<file path="config.mk">
export PLATFORM = sky130hd
export DESIGN_NAME = ycconfig_chain
export DESIGN_NICKNAME = d
export VERILOG_FILES = /design/src/rtl/ycconfig_chain.sv
export SDC_FILE = /design/constraint.sdc
export NUM_CORES = 1
export LEC_CHECK = 0
export BUFFER_PORTS_ARGS = -buffer_cell sky130_fd_sc_hd__buf_2
export CORE_MARGIN = 1
export CORE_UTILIZATION = 51
export CTS_CLUSTER_SIZE = 16
export DETAILED_ROUTE_END_ITERATION = 10
export PLACE_DENSITY_LB_ADDON = 0.25
export SLEW_MARGIN = 20
export SYNTH_ARGS = -nofsm -noshare
export SYNTH_HDL_FRONTEND = slang
export SYNTH_SLANG_ARGS = --single-unit
</file>
<file path="constraint.sdc">
create_clock -name confclk -period 1.5 [get_ports confclk]
set_input_delay 0.075 -clock confclk [delete_from_list [all_inputs] [get_ports confclk]]
set_output_delay 0.075 -clock confclk [all_outputs]
set_load 0.1 [all_outputs]
</file>
<file path="src/rtl/ycconfig_chain.sv">
// -----------------------------------------------------------------------------
// ycconfig_chain
//
// Serial configuration chain for a row of NCELLS Morphle Logic cells. Every
// cell owns a 3-bit code. New codes are shifted in serially through one long
// chain. A separate shadow (commit) register drives the decoded per-cell
// controls, so a frame being shifted in never disturbs the row until the
// frame is committed.
//
// Serial protocol (sampled on confclk rise; there is no valid/ready pair):
//   cshift=1  : cbitin enters cell 0 bit 0 and every bit moves one place
//               toward cell NCELLS-1 (cell i bit2 feeds cell i+1 bit0).
//               Cells are sent MSB first, last cell first.
//   ccommit=1 : the shadow loads the chain contents from before this edge.
//               The frame bit counter and cfull clear.
//   both      : the shadow takes the pre-shift chain, the chain shifts, and
//               the counter restarts at 1.
//   AUTOCOMMIT: the shift that completes a frame also loads the shadow with
//               the post-shift chain. This overrides an explicit ccommit on
//               the same edge, and cfull is not set by that wrap.
//
// Parameters:
//   NCELLS     number of cells in the row (>= 1)
//   AUTOCOMMIT 1 = commit automatically on the frame-completing shift
//
// Ports:
//   confclk          configuration clock, rising edge
//   reset_n          asynchronous active-low reset
//   cbitin           serial configuration bit in
//   cshift           shift enable
//   ccommit          commit the chain into the shadow register
//   cbitout          registered last bit of the chain, cascades to next row
//   cfull            a complete frame has arrived since the last commit/reset
//   empty..vmatch1   per-cell decoded controls, bit i belongs to cell i
// -----------------------------------------------------------------------------
module ycconfig_chain #(
  parameter int NCELLS     = 4,
  parameter bit AUTOCOMMIT = 1'b0
) (
  input  logic              confclk,
  input  logic              reset_n,
  input  logic              cbitin,
  input  logic              cshift,
  input  logic              ccommit,
  output logic              cbitout,
  output logic              cfull,
  output logic [NCELLS-1:0] empty,
  output logic [NCELLS-1:0] hblock,
  output logic [NCELLS-1:0] hbypass,
  output logic [NCELLS-1:0] hmatch0,
  output logic [NCELLS-1:0] hmatch1,
  output logic [NCELLS-1:0] vblock,
  output logic [NCELLS-1:0] vbypass,
  output logic [NCELLS-1:0] vmatch0,
  output logic [NCELLS-1:0] vmatch1
);

  localparam int NBITS = 3 * NCELLS;
  localparam int CW    = (NBITS > 1) ? $clog2(NBITS) : 1;
  localparam logic [CW-1:0] LAST_BIT = CW'(NBITS - 1);

  // Cell i occupies chain[3*i+2 : 3*i]; bit 0 of a cell is the lowest index.
  logic [NBITS-1:0] chain;
  logic [NBITS-1:0] chain_shifted;
  logic [NBITS-1:0] shadow;
  logic [CW-1:0]    bit_cnt;
  logic             frame_wrap;
  logic             auto_commit;

  assign chain_shifted = {chain[NBITS-2:0], cbitin};

  // The shift that carries the last bit of a frame.
  assign frame_wrap  = cshift & (bit_cnt == LAST_BIT);
  assign auto_commit = AUTOCOMMIT & frame_wrap;

  // The serial output is simply the top of the chain, already a flop.
  assign cbitout = chain[NBITS-1];

  // ---------------------------------------------------------------------------
  // Shift chain
  // ---------------------------------------------------------------------------
  always_ff @(posedge confclk or negedge reset_n) begin
    if (!reset_n) begin
      chain <= '0;
    end else if (cshift) begin
      chain <= chain_shifted;
    end
  end

  // ---------------------------------------------------------------------------
  // Shadow register. Auto-commit takes the frame that just completed, which
  // only exists in chain_shifted on this edge; an explicit commit takes the
  // chain as it stood before the edge.
  // ---------------------------------------------------------------------------
  always_ff @(posedge confclk or negedge reset_n) begin
    if (!reset_n) begin
      shadow <= '0;
    end else if (auto_commit) begin
      shadow <= chain_shifted;
    end else if (ccommit) begin
      shadow <= chain;
    end
  end

  // ---------------------------------------------------------------------------
  // Frame bit counter and frame-full flag
  // ---------------------------------------------------------------------------
  always_ff @(posedge confclk or negedge reset_n) begin
    if (!reset_n) begin
      bit_cnt <= '0;
      cfull   <= 1'b0;
    end else if (auto_commit) begin
      // The wrap itself is the commit, so the frame is consumed, not full.
      bit_cnt <= '0;
      cfull   <= 1'b0;
    end else if (ccommit) begin
      // A shift on the commit edge is the first bit of the next frame.
      bit_cnt <= cshift ? CW'(1) : '0;
      cfull   <= 1'b0;
    end else if (cshift) begin
      if (frame_wrap) begin
        bit_cnt <= '0;
        cfull   <= 1'b1;
      end else begin
        bit_cnt <= bit_cnt + 1'b1;
      end
    end
  end

  // ---------------------------------------------------------------------------
  // Per-cell decode of the committed code b2b1b0.
  // ---------------------------------------------------------------------------
  always_comb begin
    empty   = '0;
    hblock  = '0;
    hbypass = '0;
    hmatch0 = '0;
    hmatch1 = '0;
    vblock  = '0;
    vbypass = '0;
    vmatch0 = '0;
    vmatch1 = '0;
    for (int i = 0; i < NCELLS; i++) begin
      case (shadow[3*i +: 3])
        3'b000: begin              // space: blocks both directions
          empty[i]  = 1'b1;
          hblock[i] = 1'b1;
          vblock[i] = 1'b1;
        end
        3'b001: begin              // +: both directions pass
        end
        3'b010: begin              // -: horizontal wire
          vblock[i] = 1'b1;
        end
        3'b011: begin              // |: vertical wire
          hblock[i] = 1'b1;
        end
        3'b100: begin              // 1
          hbypass[i] = 1'b1;
          vmatch1[i] = 1'b1;
        end
        3'b101: begin              // 0
          hbypass[i] = 1'b1;
          vmatch0[i] = 1'b1;
        end
        3'b110: begin              // Y
          vbypass[i] = 1'b1;
          hmatch1[i] = 1'b1;
        end
        default: begin             // N (3'b111)
          vbypass[i] = 1'b1;
          hmatch0[i] = 1'b1;
        end
      endcase
    end
  end

endmodule

</file>
* After elaboration in Yosys (flattened, before gate mapping)
Index checks and enable logic that the tools add are counted.
Word-level totals: logic and storage cells 101, output and inout bits 38, flip-flop bits (word level) 29
Cells by class: reduce and logical (&&, ||, !) cells 27, add/sub/neg operators 1, bitwise logic cells 1, equality and inequality tests 25, mux-type cells 43
Operator list (count):
- 1-bit 2-to-1 mux | 40
- 3-bit == test (second input constant) | 12
- 7-bit OR reduction | 4
- 3-bit by 2-bit == test with 1-bit output (second input constant) | 8
- 2-bit OR reduction | 12
- 6-bit OR reduction | 4
- 3-bit by 1-bit == test with 1-bit output (second input constant) | 4
- 3-bit logical NOT | 4
- 4-bit 2-to-1 mux | 3
- 4-bit by 1-bit adder with 4-bit output (second input constant) | 1
- 4-bit == test (second input constant) | 1
- 2-bit nonzero test | 2
- 2-bit AND reduction | 1
- 1-bit bitwise AND | 1

* Logic depth before layout (Yosys ltp)
depth after elaboration 5, mapped depth 5, mapped depth without buffers 4

* Worst setup path after synthesis
No wires, ideal clock.
path kind register to output, start reg shadow[4], end out vmatch1[1], path buffers 0, slack -1234 ps, arrival 2659 ps, stages on the path, launching flop included 3, cells stage by stage dfrtp_1 and2b_1 nor2b_1
Between the ends: word-level cells in the longest chain between the ends 2
RTL lines:
- start, declared | line 65 | logic [NBITS-1:0] shadow;
- start signal, assigned | line 99 | shadow <= chain_shifted;
- start signal, assigned | line 101 | shadow <= chain;
- 3-bit == test | line 144 | case (shadow[3*i +: 3])
- 1-bit 2-to-1 mux | line 144
- end, declared | line 55 | output logic [NCELLS-1:0] vmatch1
No other way between the ends.

* Worst setup path after layout
start reg shadow[7], end out empty[2]
Between the ends: word-level cells in the longest chain between the ends 2
RTL lines:
- 3-bit logical NOT | line 144
- 1-bit 2-to-1 mux | line 144
- end, declared | line 47 | output logic [NCELLS-1:0] empty,
No other way between the ends.

==> results.cfg <==
[sta]
fmax_ghz = 0.676
hold_viol_final = 0
maxSlewHeadroom_pct = 59.8
rsz0062_at_grt = yes
period_minus_slack_ns = 1.48
skew_ns = 0.00707
post-route-period-util_pct = 98.6
final-setup-viol-count = 0
worstMarginPinSlew_ns = 0.603
maxSlewViolCount = 0

[clocking]
htreeDepth = 2
root_buffer = clkbuf_4
cts_tree = built
cts.sinks = 29
clk_pin_slew_ns = 0.08
clock_latency_ns = 0.31
clockBufferDepth = 2
cts_made_buffers = 5

[cells_and_area]
utilization_pct = 86.7
drive_gt1_share_pct = 72.2
nets = 175
finalInstanceArea_um2 = 2370
layout.area.seq_um2 = 738
areaGrowthSynthToFinish_pct = 60.9
antenna_cells = 0
fillers = 110
multiInputGateArea_um2 = 841

[drt]
vias_per_cell = 5.27
dr_wl_met3_um = 107
vias = 1054
routed-wl-met2_um = 1740
drcViolationCount = 0
wl_um = 3030
postRouteAntennaNets = 0
drtIter0Drc = 21
wl_met1_um = 1130
avgRoutedWirePerCell_um = 15.1
firstDrtPassIters = 4
routed.top_layer = met4

[floorplan]
die_w_um = 55.7
core_um2 = 2730
die_y_um = 55.7
rows = 19
ios = 43
dieArea_um2 = 3110
initial_core_util_pct = 53.9

[setup_path]
worstSetupStartpointType = flop
cp.arrival_ns = 1.40
crit_type = flop to output pin
reg2reg_depth = 4
rrSetupSlack_ns = 0.27
crit_path_top_delay_cell = dfrtp_2
path_common_cell = buf_4
required_ns = 1.42
cp_num_buf_inv = 2
cp_cell_sequence = buf_4 > nor3_2 > buf_4
crit_fanout = 4
cp_top_family = buffers and inverters
timing.rr.end = bit_cnt[0]$_DFFE_PN0P_
crit_path_end_kind = output pin
r2r_start = bit_cnt[0]$_DFFE_PN0P_
critPathMaxStageDelay_ns = 0.45

[worst_hold_path]
min_from = ccommit
hold_path_class = input pin to flop
hold_depth = 2
whs_endpoint = cfull$_DFFE_PN0P_

[logic_synthesis]
ys_seq_area_share_pct = 49.3
netlist_area_um2 = 1470
synth_most_common_cell = dfrtp_1
synth_edf_count = 0
synth_top_area_share_pct = 49.3
ys_types = 25
syn-instance-count = 117
synth_seq_cells = 29
syn_nets = 123
ys_async_sr_fraction_pct = 100
synth_ff_type = dfrtp_1
syn_area_per_cell_um2 = 12.6
synth_common_cells = 29 x dfrtp_1, 14 x mux2_2, 13 x nor2_1, 10 x mux2_4
yosysWarnings = 0
synth_largest_area_cell = dfrtp_1
synth_area_leaders = dfrtp_1 49%, mux2_2 11%, mux2_4 10%, and2_1 3.4%, nor2b_1 3.4%

[placed_design]
post_dp_cell_area_um2 = 2220
port_buffers = 42
place.gp.congestion = 0.769
hpwl_um = 2100

[grt]
grt-ovfl-total = 0
antenna_found_initial = 0
grt_pass1_wl_um = 5100
grt_max_degree = 30
grt_usage_pct = 21.6
grt_pass1_vias = 1103

[run]
drv_cap = 0

[outcome]
status = complete, no violations
[how the worst max path moves through the flow]
stage / cells past startpoint / slack, ns / to / start
2_1_floorplan: 1 / -0.32 / empty[0] / shadow[0]$_DFFE_PN0P_
3_3_place_gp: 3 / 0.31 / vmatch1[1] / shadow[5]$_DFFE_PN0P_
3_5_place_dp: 3 / 0.28 / vmatch1[1] / shadow[5]$_DFFE_PN0P_
4_1_cts: 2 / 0.002 / vblock[0] / shadow[0]$_DFFE_PN0P_
5_1_grt: 3 / -0.04 / vmatch1[1] / shadow[4]$_DFFE_PN0P_
6_report: 3 / 0.02 / empty[2] / shadow[7]$_DFFE_PN0P_
[sequential cells by signal (all words and copies together), names as in the netlist]
| signal | flops |
|---|---|
| chain | 12 |
| bit_cnt | 4 |
| shadow | 12 |
| cfull | 1 |
[layout make-up]
cell class	instances	share of cell area, %
clock buffer	7	2.32
inverter	1	0.158
multi-input combinational	83	35.5
sequential	29	31.2
tap	31	1.64
timing repair buffer	49	29.3
[worst reg2reg max path: stages, from the launching register on]
cell,delay (ns)
dfrtp_1,0.43
ha_1,0.26
and3b_1,0.20
o21bai_2,0.06
a22o_1,0.17
[routing by layer]
metal	track usage, %	up-vias
li1	-	506
met1	25.6	511
met2	38.2	29
met3	4.42	8
met4	8.57	0
met5	0	-
[repair_timing]
action	4_1_cts	5_1_grt
setup buffers	2	3
gates resized for setup	11	8
endpoints found under the hold margin	30	0
pin swaps	0	0
endpoints found under the setup margin	14	17
hold buffers	2	0
[cell usage in the layout, fill, tap and decap left out, drive strengths merged]
cell type,instances
nor3,4
a21boi,1
and3,4
o21bai,1
a22o,1
inv,1
a21oi,1
buf,44
xor2,4
and2,8
mux2i,2
a41oi,1
nor2b,8
and4b,1
o21ai,2
nor2,13
ha,1
mux2,24
and2b,4
dfrtp,29
nand2,2
clkbuf,10
dlygate4sd3,2
and3b,1
[logic make-up after synthesis]
family,after synthesis,synth area share [%]
AND/OR/NAND/NOR,45,17.0
flip-flops,29,49.3
multiplexers,26,22.3
AO/OA/AOI/OAI,7,3.74
buffers and inverters,5,4.50
XOR/XNOR,4,2.38
adder cells (fa/ha/maj),1,0.849
[through the flow]
stage / hold WS (ns) / setup WS, ns / TNS, ns / instances
6_report: 0.199 / 0.0215 / 0 / 200
5_1_grt: 0.195 / -0.0440 / -0.114 / 200
4_1_cts: 0.189 / 0.00200 / 0 / 197
3_5_place_dp: 0.118 / 0.282 / 0 / 186
3_3_place_gp: 0.114 / 0.312 / 0 / 186
2_1_floorplan: -0.221 / -0.320 / -1.44 / 117
Power is left out: the tool's default activity adds up to more than one toggle a clock period on the data nets, which glitch-free logic cannot reach.
